==> config.mk <==
export PLATFORM = sky130hd
export DESIGN_NAME = flappy_game_ctrl_flat
export DESIGN_NICKNAME = d
export VERILOG_FILES = /design/src/rtl/flappy_pkg.sv /design/src/rtl/flappy_game_ctrl_if.sv /design/src/rtl/tube_scroller.sv /design/src/rtl/flappy_game_ctrl.sv /design/src/flat_wrapper.sv
export SDC_FILE = /design/constraint.sdc
export NUM_CORES = 1
export LEC_CHECK = 0
export CORE_MARGIN = 2
export CORE_UTILIZATION = 45
export DETAILED_ROUTE_END_ITERATION = 6
export GPL_TIMING_DRIVEN = 0
export PLACE_DENSITY = 0.68
export SYNTH_ARGS = -nofsm -noshare
export SYNTH_HDL_FRONTEND = slang
export SYNTH_SLANG_ARGS = --single-unit
==> constraint.sdc <==
create_clock -name clk -period 3.3 [get_ports clk]
set_input_delay 0.66 -clock clk [delete_from_list [all_inputs] [get_ports clk]]
set_output_delay 0.66 -clock clk [all_outputs]
set_load 0.05 [all_outputs]
==> src/rtl/flappy_pkg.sv <==
// Shared constants, types and helpers for the flappy game controller.
// Screen geometry, state encoding and the default tube spacing live here
// so the controller, tube scroller and bench agree on them.
package flappy_pkg;

    localparam int SCREEN_W       = 640;
    localparam int SCREEN_H       = 480;
    localparam int BIRD_SIZE      = 25;
    localparam int SCREEN_FLOOR_Y = SCREEN_H - BIRD_SIZE;
    localparam int TUBE_GAP_DEF   = 240;

    localparam int X_W     = 10;
    localparam int VEL_W   = 6;
    localparam int SCORE_W = 8;

    typedef logic [X_W-1:0]            coord_t;
    typedef logic signed [VEL_W-1:0]   vel_t;
    typedef logic [SCORE_W-1:0]        score_t;

    typedef enum logic [1:0] {
        ST_IDLE = 2'd0,
        ST_PLAY = 2'd1,
        ST_DEAD = 2'd2
    } game_state_t;

    // Adds up to three wrap events to the score, sticking at the maximum.
    function automatic score_t score_sat_add(input score_t s, input logic [1:0] n);
        logic [SCORE_W:0] sum;
        sum = {1'b0, s} + {{(SCORE_W - 1){1'b0}}, n};
        if (sum[SCORE_W]) begin
            return {SCORE_W{1'b1}};
        end else begin
            return sum[SCORE_W-1:0];
        end
    endfunction

endpackage

==> src/rtl/flappy_game_ctrl_if.sv <==
// Bundle of the per-frame control inputs and the world-coordinate outputs
// exchanged between the game controller and its surroundings.
// master: the side that drives tick/flap/loose (timing, button, decoder).
// slave : the game controller itself.
interface flappy_game_ctrl_if;
    import flappy_pkg::*;

    logic   frame_tick;
    logic   flap;
    logic   loose;
    coord_t posX_tube1;
    coord_t posX_tube2;
    coord_t posX_tube3;
    coord_t pos_y_bird;
    logic   playing;
    logic   game_over;
    score_t score;

    modport master (
        output frame_tick, flap, loose,
        input  posX_tube1, posX_tube2, posX_tube3, pos_y_bird,
        input  playing, game_over, score
    );

    modport slave (
        input  frame_tick, flap, loose,
        output posX_tube1, posX_tube2, posX_tube3, pos_y_bird,
        output playing, game_over, score
    );

endinterface

==> src/rtl/tube_scroller.sv <==
// One tube's X position: steps left by SPEED per enabled frame and wraps
// back by SPAN - SPEED when it would leave the screen, so the spacing
// between tubes is preserved across wraps.
// Optional build macro FLAPPY_SCORE_EN adds the o_wrapped pulse port,
// high during the cycle whose step performs a wrap.
module tube_scroller
    import flappy_pkg::*;
#(
    parameter int X0    = 400,
    parameter int SPEED = 2,
    parameter int SPAN  = 3 * TUBE_GAP_DEF
) (
    input  logic   clk,
    input  logic   reset,
    input  logic   i_step,
    input  logic   i_load,
    output coord_t o_x
`ifdef FLAPPY_SCORE_EN
    ,
    output logic   o_wrapped
`endif
);

    localparam coord_t L_X0       = coord_t'(X0);
    localparam coord_t L_SPEED    = coord_t'(SPEED);
    localparam coord_t L_WRAP_ADD = coord_t'(SPAN - SPEED);

    coord_t r_x;
    coord_t w_x_next;
    logic   w_at_edge;

    assign w_at_edge = (r_x < L_SPEED);

    // Next position: plain step left, or wrap to the far end of the span.
    always_comb begin
        w_x_next = r_x - L_SPEED;
        if (w_at_edge) begin
            w_x_next = r_x + L_WRAP_ADD;
        end else begin
            w_x_next = r_x - L_SPEED;
        end
    end

    // Position register: reset/reload to the start X, otherwise step on enable.
    always_ff @(posedge clk or posedge reset) begin
        if (reset) begin
            r_x <= L_X0;
        end else if (i_load) begin
            r_x <= L_X0;
        end else if (i_step) begin
            r_x <= w_x_next;
        end else begin
            r_x <= r_x;
        end
    end

    assign o_x = r_x;

`ifdef FLAPPY_SCORE_EN
    assign o_wrapped = i_step & w_at_edge;
`endif

endmodule

==> src/rtl/flappy_game_ctrl.sv <==
// Game-state controller: bird physics, tube scrolling, collision handling
// and the IDLE/PLAY/DEAD flow, stepped once per frame_tick.
// Optional build macro FLAPPY_SCORE_EN builds the saturating score counter;
// without it the score output is tied to zero.
module flappy_game_ctrl
    import flappy_pkg::*;
#(
    parameter int TUBE_SPEED = 2,
    parameter int TUBE_X0    = 400,
    parameter int TUBE_GAP   = TUBE_GAP_DEF,
    parameter int BIRD_Y0    = 200,
    parameter int FLOOR_Y    = SCREEN_FLOOR_Y,
    parameter int GRAVITY    = 1,
    parameter int VEL_MAX    = 10,
    parameter int FLAP_VEL   = -8,
    parameter int DEAD_HOLD  = 30
) (
    input logic                clk,
    input logic                reset,
    flappy_game_ctrl_if.slave  bus
);

    localparam coord_t             L_BIRD_Y0   = coord_t'(BIRD_Y0);
    localparam coord_t             L_FLOOR_Y   = coord_t'(FLOOR_Y);
    localparam logic [X_W:0]       L_FLOOR_Y11 = (X_W + 1)'(FLOOR_Y);
    localparam vel_t               L_FLAP_VEL  = vel_t'(FLAP_VEL);
    localparam logic signed [VEL_W:0] L_VEL_MAX7 = (VEL_W + 1)'(VEL_MAX);
    localparam logic [7:0]         L_DEAD_HOLD = 8'(DEAD_HOLD);

    game_state_t r_state;
    coord_t      r_y;
    vel_t        r_vel;
    logic        r_pend;
    logic        r_flap_q;
    logic        r_flap_edge;
    logic [7:0]  r_dead_cnt;
    logic        r_playing;
    logic        r_game_over;

    logic [X_W:0]            w_y_sum;
    logic                    w_y_neg;
    logic                    w_y_floor;
    coord_t                  w_y_next;
    logic signed [VEL_W:0]   w_vel_grav;
    vel_t                    w_vel_next;
    logic                    w_step;
    logic                    w_go_idle;
    coord_t                  w_x1;
    coord_t                  w_x2;
    coord_t                  w_x3;

    // Bird Y after one frame, as an 11-bit two's-complement sum.
    assign w_y_sum   = {1'b0, r_y} + {{(X_W + 1 - VEL_W){r_vel[VEL_W-1]}}, r_vel};
    assign w_y_neg   = w_y_sum[X_W];
    assign w_y_floor = ~w_y_neg & (w_y_sum >= L_FLOOR_Y11);
    assign w_vel_grav = (VEL_W + 1)'(r_vel) + (VEL_W + 1)'(GRAVITY);

    // Tubes move only on a PLAY tick that is not pre-empted by a collision.
    assign w_step    = (r_state == ST_PLAY) & bus.frame_tick & ~bus.loose;
    assign w_go_idle = (r_state == ST_DEAD) & r_flap_edge & (r_dead_cnt >= L_DEAD_HOLD);

    // Per-tick bird update: clamp at the ceiling (velocity zeroed there,
    // overriding any flap) and at the floor, else flap or apply capped gravity.
    always_comb begin
        w_y_next   = w_y_sum[X_W-1:0];
        w_vel_next = r_vel;
        if (w_y_neg) begin
            w_y_next   = {X_W{1'b0}};
            w_vel_next = '0;
        end else begin
            if (w_y_floor) begin
                w_y_next = L_FLOOR_Y;
            end else begin
                w_y_next = w_y_sum[X_W-1:0];
            end
            if (r_pend | r_flap_edge) begin
                w_vel_next = L_FLAP_VEL;
            end else if (w_vel_grav > L_VEL_MAX7) begin
                w_vel_next = L_VEL_MAX7[VEL_W-1:0];
            end else begin
                w_vel_next = w_vel_grav[VEL_W-1:0];
            end
        end
    end

    // Game FSM with bird state, flap edge detection and registered status flags.
    always_ff @(posedge clk or posedge reset) begin
        if (reset) begin
            r_state     <= ST_IDLE;
            r_y         <= L_BIRD_Y0;
            r_vel       <= '0;
            r_pend      <= 1'b0;
            r_flap_q    <= 1'b0;
            r_flap_edge <= 1'b0;
            r_dead_cnt  <= 8'd0;
            r_playing   <= 1'b0;
            r_game_over <= 1'b0;
        end else begin
            r_flap_q    <= bus.flap;
            r_flap_edge <= bus.flap & ~r_flap_q;
            case (r_state)
                ST_IDLE: begin
                    r_y        <= L_BIRD_Y0;
                    r_vel      <= '0;
                    r_pend     <= 1'b0;
                    r_dead_cnt <= 8'd0;
                    if (r_flap_edge) begin
                        r_state   <= ST_PLAY;
                        r_playing <= 1'b1;
                    end else begin
                        r_state   <= ST_IDLE;
                        r_playing <= 1'b0;
                    end
                    r_game_over <= 1'b0;
                end
                ST_PLAY: begin
                    if (bus.loose) begin
                        r_state     <= ST_DEAD;
                        r_playing   <= 1'b0;
                        r_game_over <= 1'b1;
                        r_dead_cnt  <= 8'd0;
                    end else if (bus.frame_tick) begin
                        r_y    <= w_y_next;
                        r_vel  <= w_vel_next;
                        r_pend <= 1'b0;
                        if (w_y_floor) begin
                            r_state     <= ST_DEAD;
                            r_playing   <= 1'b0;
                            r_game_over <= 1'b1;
                            r_dead_cnt  <= 8'd0;
                        end else begin
                            r_state <= ST_PLAY;
                        end
                    end else if (r_flap_edge) begin
                        r_pend <= 1'b1;
                    end else begin
                        r_pend <= r_pend;
                    end
                end
                ST_DEAD: begin
                    if (w_go_idle) begin
                        r_state     <= ST_IDLE;
                        r_y         <= L_BIRD_Y0;
                        r_vel       <= '0;
                        r_pend      <= 1'b0;
                        r_dead_cnt  <= 8'd0;
                        r_playing   <= 1'b0;
                        r_game_over <= 1'b0;
                    end else if (bus.frame_tick && (r_dead_cnt < L_DEAD_HOLD)) begin
                        r_dead_cnt <= r_dead_cnt + 8'd1;
                    end else begin
                        r_dead_cnt <= r_dead_cnt;
                    end
                end
                default: begin
                    r_state     <= ST_IDLE;
                    r_playing   <= 1'b0;
                    r_game_over <= 1'b0;
                end
            endcase
        end
    end

`ifdef FLAPPY_SCORE_EN
    logic [2:0]  w_wrapped;
    logic [1:0]  w_wrap_cnt;
    score_t      r_score;

    assign w_wrap_cnt = {1'b0, w_wrapped[0]} + {1'b0, w_wrapped[1]} + {1'b0, w_wrapped[2]};

    // Score: add this tick's wrap count (saturating), clear on return to IDLE.
    always_ff @(posedge clk or posedge reset) begin
        if (reset) begin
            r_score <= '0;
        end else if (w_go_idle) begin
            r_score <= '0;
        end else if (w_step) begin
            r_score <= score_sat_add(r_score, w_wrap_cnt);
        end else begin
            r_score <= r_score;
        end
    end

    assign bus.score = r_score;
`else
    assign bus.score = 8'd0;
`endif

    tube_scroller #(
        .X0    (TUBE_X0),
        .SPEED (TUBE_SPEED),
        .SPAN  (3 * TUBE_GAP)
    ) u_tube1 (
        .clk       (clk),
        .reset     (reset),
        .i_step    (w_step),
        .i_load    (w_go_idle),
        .o_x       (w_x1)
`ifdef FLAPPY_SCORE_EN
        ,
        .o_wrapped (w_wrapped[0])
`endif
    );

    tube_scroller #(
        .X0    (TUBE_X0 + TUBE_GAP),
        .SPEED (TUBE_SPEED),
        .SPAN  (3 * TUBE_GAP)
    ) u_tube2 (
        .clk       (clk),
        .reset     (reset),
        .i_step    (w_step),
        .i_load    (w_go_idle),
        .o_x       (w_x2)
`ifdef FLAPPY_SCORE_EN
        ,
        .o_wrapped (w_wrapped[1])
`endif
    );

    tube_scroller #(
        .X0    (TUBE_X0 + 2 * TUBE_GAP),
        .SPEED (TUBE_SPEED),
        .SPAN  (3 * TUBE_GAP)
    ) u_tube3 (
        .clk       (clk),
        .reset     (reset),
        .i_step    (w_step),
        .i_load    (w_go_idle),
        .o_x       (w_x3)
`ifdef FLAPPY_SCORE_EN
        ,
        .o_wrapped (w_wrapped[2])
`endif
    );

    assign bus.posX_tube1 = w_x1;
    assign bus.posX_tube2 = w_x2;
    assign bus.posX_tube3 = w_x3;
    assign bus.pos_y_bird = r_y;
    assign bus.playing    = r_playing;
    assign bus.game_over  = r_game_over;

endmodule

==> src/flat_wrapper.sv <==
// flat-port wrapper written by rule: the top's interface ports become plain ports
module flappy_game_ctrl_flat import flappy_pkg::*;
#(
    parameter int TUBE_SPEED = 2,
    parameter int TUBE_X0    = 400,
    parameter int TUBE_GAP   = TUBE_GAP_DEF,
    parameter int BIRD_Y0    = 200,
    parameter int FLOOR_Y    = SCREEN_FLOOR_Y,
    parameter int GRAVITY    = 1,
    parameter int VEL_MAX    = 10,
    parameter int FLAP_VEL   = -8,
    parameter int DEAD_HOLD  = 30
)
  (clk, reset, bus_frame_tick, bus_flap, bus_loose, bus_posX_tube1, bus_posX_tube2, bus_posX_tube3, bus_pos_y_bird, bus_playing, bus_game_over, bus_score);
  flappy_game_ctrl_if bus_i ();
  input logic clk;
  input logic reset;
  input wire logic [$bits(bus_i.frame_tick)-1:0] bus_frame_tick;
  input wire logic [$bits(bus_i.flap)-1:0] bus_flap;
  input wire logic [$bits(bus_i.loose)-1:0] bus_loose;
  output wire logic [$bits(bus_i.posX_tube1)-1:0] bus_posX_tube1;
  output wire logic [$bits(bus_i.posX_tube2)-1:0] bus_posX_tube2;
  output wire logic [$bits(bus_i.posX_tube3)-1:0] bus_posX_tube3;
  output wire logic [$bits(bus_i.pos_y_bird)-1:0] bus_pos_y_bird;
  output wire logic [$bits(bus_i.playing)-1:0] bus_playing;
  output wire logic [$bits(bus_i.game_over)-1:0] bus_game_over;
  output wire logic [$bits(bus_i.score)-1:0] bus_score;
  assign bus_i.frame_tick = bus_frame_tick;
  assign bus_i.flap = bus_flap;
  assign bus_i.loose = bus_loose;
  assign bus_posX_tube1 = bus_i.posX_tube1;
  assign bus_posX_tube2 = bus_i.posX_tube2;
  assign bus_posX_tube3 = bus_i.posX_tube3;
  assign bus_pos_y_bird = bus_i.pos_y_bird;
  assign bus_playing = bus_i.playing;
  assign bus_game_over = bus_i.game_over;
  assign bus_score = bus_i.score;
  flappy_game_ctrl #(.TUBE_SPEED(TUBE_SPEED), .TUBE_X0(TUBE_X0), .TUBE_GAP(TUBE_GAP), .BIRD_Y0(BIRD_Y0), .FLOOR_Y(FLOOR_Y), .GRAVITY(GRAVITY), .VEL_MAX(VEL_MAX), .FLAP_VEL(FLAP_VEL), .DEAD_HOLD(DEAD_HOLD)) u_core (.clk(clk), .reset(reset), .bus(bus_i));
endmodule
==> impl_results.md <==
- Clk buf depth: 2
- # IOs: 55
- Layout Nets: 486
- Buffer count from post-CTS setup fixing: 0
- Worst-Skew Late Latency: 0.34 ns
- Initial core utilization: 47.1%
- CP Launch Type: flop
- Cts hold-fix bufs: 0
- Largest net degree at the start of global routing: 42
- Setup crit end kind: flop
- Power, Total: 3.31 mW
- Crit path launch: u_core.r_vel[0]
- Area Growth Syn to Fin: 22.8%
- Kind of critical path: flop to flop
- H-tree depth: 3
- Outcome: finished, final reports clean
- # rows: 32
- Most frequent cells in the layout: dfrtp_1 (45), clkdlybuf4s50_1 (43), nor2_1 (42)
- Via count: 3126
- Register area: around 1500 µm²
- Clock slew at reported path FFs: 0.07 ns
- Total GRT Usage: 20.2%
- Reg-to-Reg End: u_core.r_vel[2]
- Total grt overflow: 0
- First-pass GRT wire length: 14200 µm
- Drt first-iter violations: 128
- Core Area: ~7800 µm²
- Seq/Total Area, Yosys: 39.9%
- Post_cts resized: 0
- Critical Path End: u_core.r_vel[2]
- Die height: roughly 94 µm
- Post-DP HPWL: 6010 µm
- Final worst setup slack: about 0.30 ns
- Clock sink total: 58
- Final min period: 3.00 ns
- Vias per cell: 5.48
- Antenna violations before repair: 0
- Fin util: 57.9%
- DRC violations left: 0
- Tightest Pin Transition: 0.906 ns
- Clock root cell: clkbuf_8
- Share of cells above drive strength 1: 12.0%
- Fin. Hold Viols: 0
- Drt first pass iters: 4
- Post-synth top flop: dfrtp_1
- Final WL: between 8000 and 9000 µm
- Post-DR wirelength/cell: 14.7 µm
- IO buf count: 43
- Routed Antenna Nets: 0
- R2r setup slk: 0.30 ns
- Final setup TNS: 0 ns
- Synthesized area: ~3700 µm²
- Dpl ws: 0.280 ns
- Reg2Reg Launch Point: u_core.r_vel[0]
- Slew HR: 39.6%
- Vias in the first global route: approximately 3000
- Worst EP required: 3.58 ns
- Footprint of the multi-input gates: just over 2000 µm²
- Highest Clock Rate: 0.333 GHz
- Final setup fails: 0
- Synthesis warning total: 0
- Die Area: 8910 µm²
- CTS tree: built
- Post-synthesis register bit count: 58
- Fill count: 700
- Fin Hold WS: 0.393 ns
- Commonest non-fill, non-tap cell in the layout: dfrtp_1
- Crit Path Max Fanout: 7
- GP Congestion: 0.885
- Synth unique cells: just under 70
- Final period utilization: about nine tenths
- Static leakage: 1.96 nW
- Max IR drop VDD: 0.668 mV
- EDFF count, synth: 0
- Chip Width: 94.4 µm
- Max Cap Viol: 0
- Power density cells: 733 nW/µm²
- Mapped Cells: 398
- Max Slew Vio Count: 0
- Crit path DAT: 3.28 ns
- R2R cell count: 9
- Worst hold path class: flop to flop
- CTS Buf Count: 9
- Ant. Diodes: 0
- RSZ-0062 raised after global routing: no
- Post-synth ARST share: 100%
- Clk_skew: 0.0124 ns
- Post-synthesis average cell area: 9.24 µm²
-- worst max-delay path, cell delays in order (launching register included) --
cell and delay, ns:
dfrtp_1 0.45, ha_1 0.26, fa_1 0.44, a211oi_2 0.26, o21ai_1 0.20, o2111a_2 0.35
a2111oi_4 0.48, nand2_1 0.17, o21ai_0 0.20, a21o_1 0.13
-- power breakdown --
| part | leakage, nW | switching, mW | internal, mW |
|---|---|---|---|
| registers | 0.732 | 0.184 | 0.880 |
| clock network | 0.111 | 0.284 | 0.468 |
| logic | 1.12 | 0.977 | 0.518 |
| total | 1.96 | 1.44 | 1.87 |
-- per-layer routing --
layer	global-route usage [%]	part of all wire (%)	vias to the layer above
li1	-	-	1544
met1	27.9	46	1494
met2	32.4	48	79
met3	5.35	5.8	9
met4	3.86	0.80	0
met5	0	0	-
-- worst min-delay path by stage --
stage / startpoint / endpoint / slack [ns] / depth (start not counted)
after floorplan: u_core.r_flap_q / u_core.r_flap_edge / 0.38 / 1
after global placement: u_core.r_flap_q / u_core.r_flap_edge / 0.38 / 1
after detailed placement: u_core.r_flap_q / u_core.r_flap_edge / 0.39 / 1
after CTS: u_core.r_flap_q / u_core.r_flap_edge / 0.40 / 1
after global routing: u_core.r_flap_q / u_core.r_flap_edge / 0.41 / 1
final: u_core.r_flap_q / u_core.r_flap_edge / 0.39 / 1
-- cell type report --
class / instances / area share (%)
clock buffers: 14 / 3.60
multi-input cells: 308 / 45.2
well taps: 102 / 2.83
flip-flops and latches: 58 / 32.5
plain buffers: 22 / 2.94
clock inverters: 2 / 1.33
repair buffers: 44 / 9.97
inverters: 20 / 1.66
-- state kept, by name, summed over array words and instances, names as in the netlist --
signal                 count
u_core.bus.game_over       1
u_core.bus.playing         1
u_core.bus.pos_y_bird     10
u_core.r_dead_cnt          8
u_core.r_flap_edge         1
u_core.r_flap_q            1
u_core.r_pend              1
u_core.r_state             2
u_core.r_vel               6
u_core.u_tube1.o_x         9
u_core.u_tube2.o_x         9
u_core.u_tube3.o_x         9
-- synthesized netlist by cell type (2+ instances only) --
library cell  count  area, µm²
a211oi_1          4       30.0
a211oi_2          2       25.0
a21boi_1          2       15.0
a21o_1            4       30.0
a21oi_1          27        135
a31oi_1           6       37.5
a32o_1            3       30.0
a41oi_1           2       17.5
and2_1            2       12.5
and3_1            6       37.5
buf_4            11       82.6
clkbuf_1          8       30.0
dfrtp_1          45       1130
dfstp_2          13        342
ha_1             17        213
inv_1            20       75.1
mux2i_1           2       20.0
nand2_1          34        128
nand2b_1          3       18.8
nand3_1          13       65.1
nand3b_1          2       15.0
nor2_1           42        158
nor2b_1           5       31.3
nor3_1           20        100
nor3b_1           4       30.0
nor4_1            4       25.0
o211ai_1          6       45.0
o21a_1            3       22.5
o21ai_0          17       85.1
o21ai_1           3       15.0
o22a_1            2       17.5
o22ai_1           2       12.5
o311a_4           2       42.5
o31ai_1           2       15.0
or3_1             2       12.5
xnor2_1          17        149
xor2_1           10       87.6
-- cell families after synthesis --
logic type / Yosys count / share of synthesized area (%)
and+or+nand+nor: 143 / 18.9
AOI/OAI and AO/OA: 107 / 22.2
DFF: 58 / 39.9
buffers and inverters: 42 / 5.65
xor gates and xnor gates: 27 / 6.43
adders and majority gates: 18 / 6.33
muxes: 2 / 0.544
other: 1 / 0.102
-- metrics by stage --
step	instances	area, µm²
after floorplan	408	3720
after global placement	553	4270
after detailed placement	554	4290
after CTS	570	4520
after global routing	570	4520
final	570	4520
(Power assumes the default switching activity.)
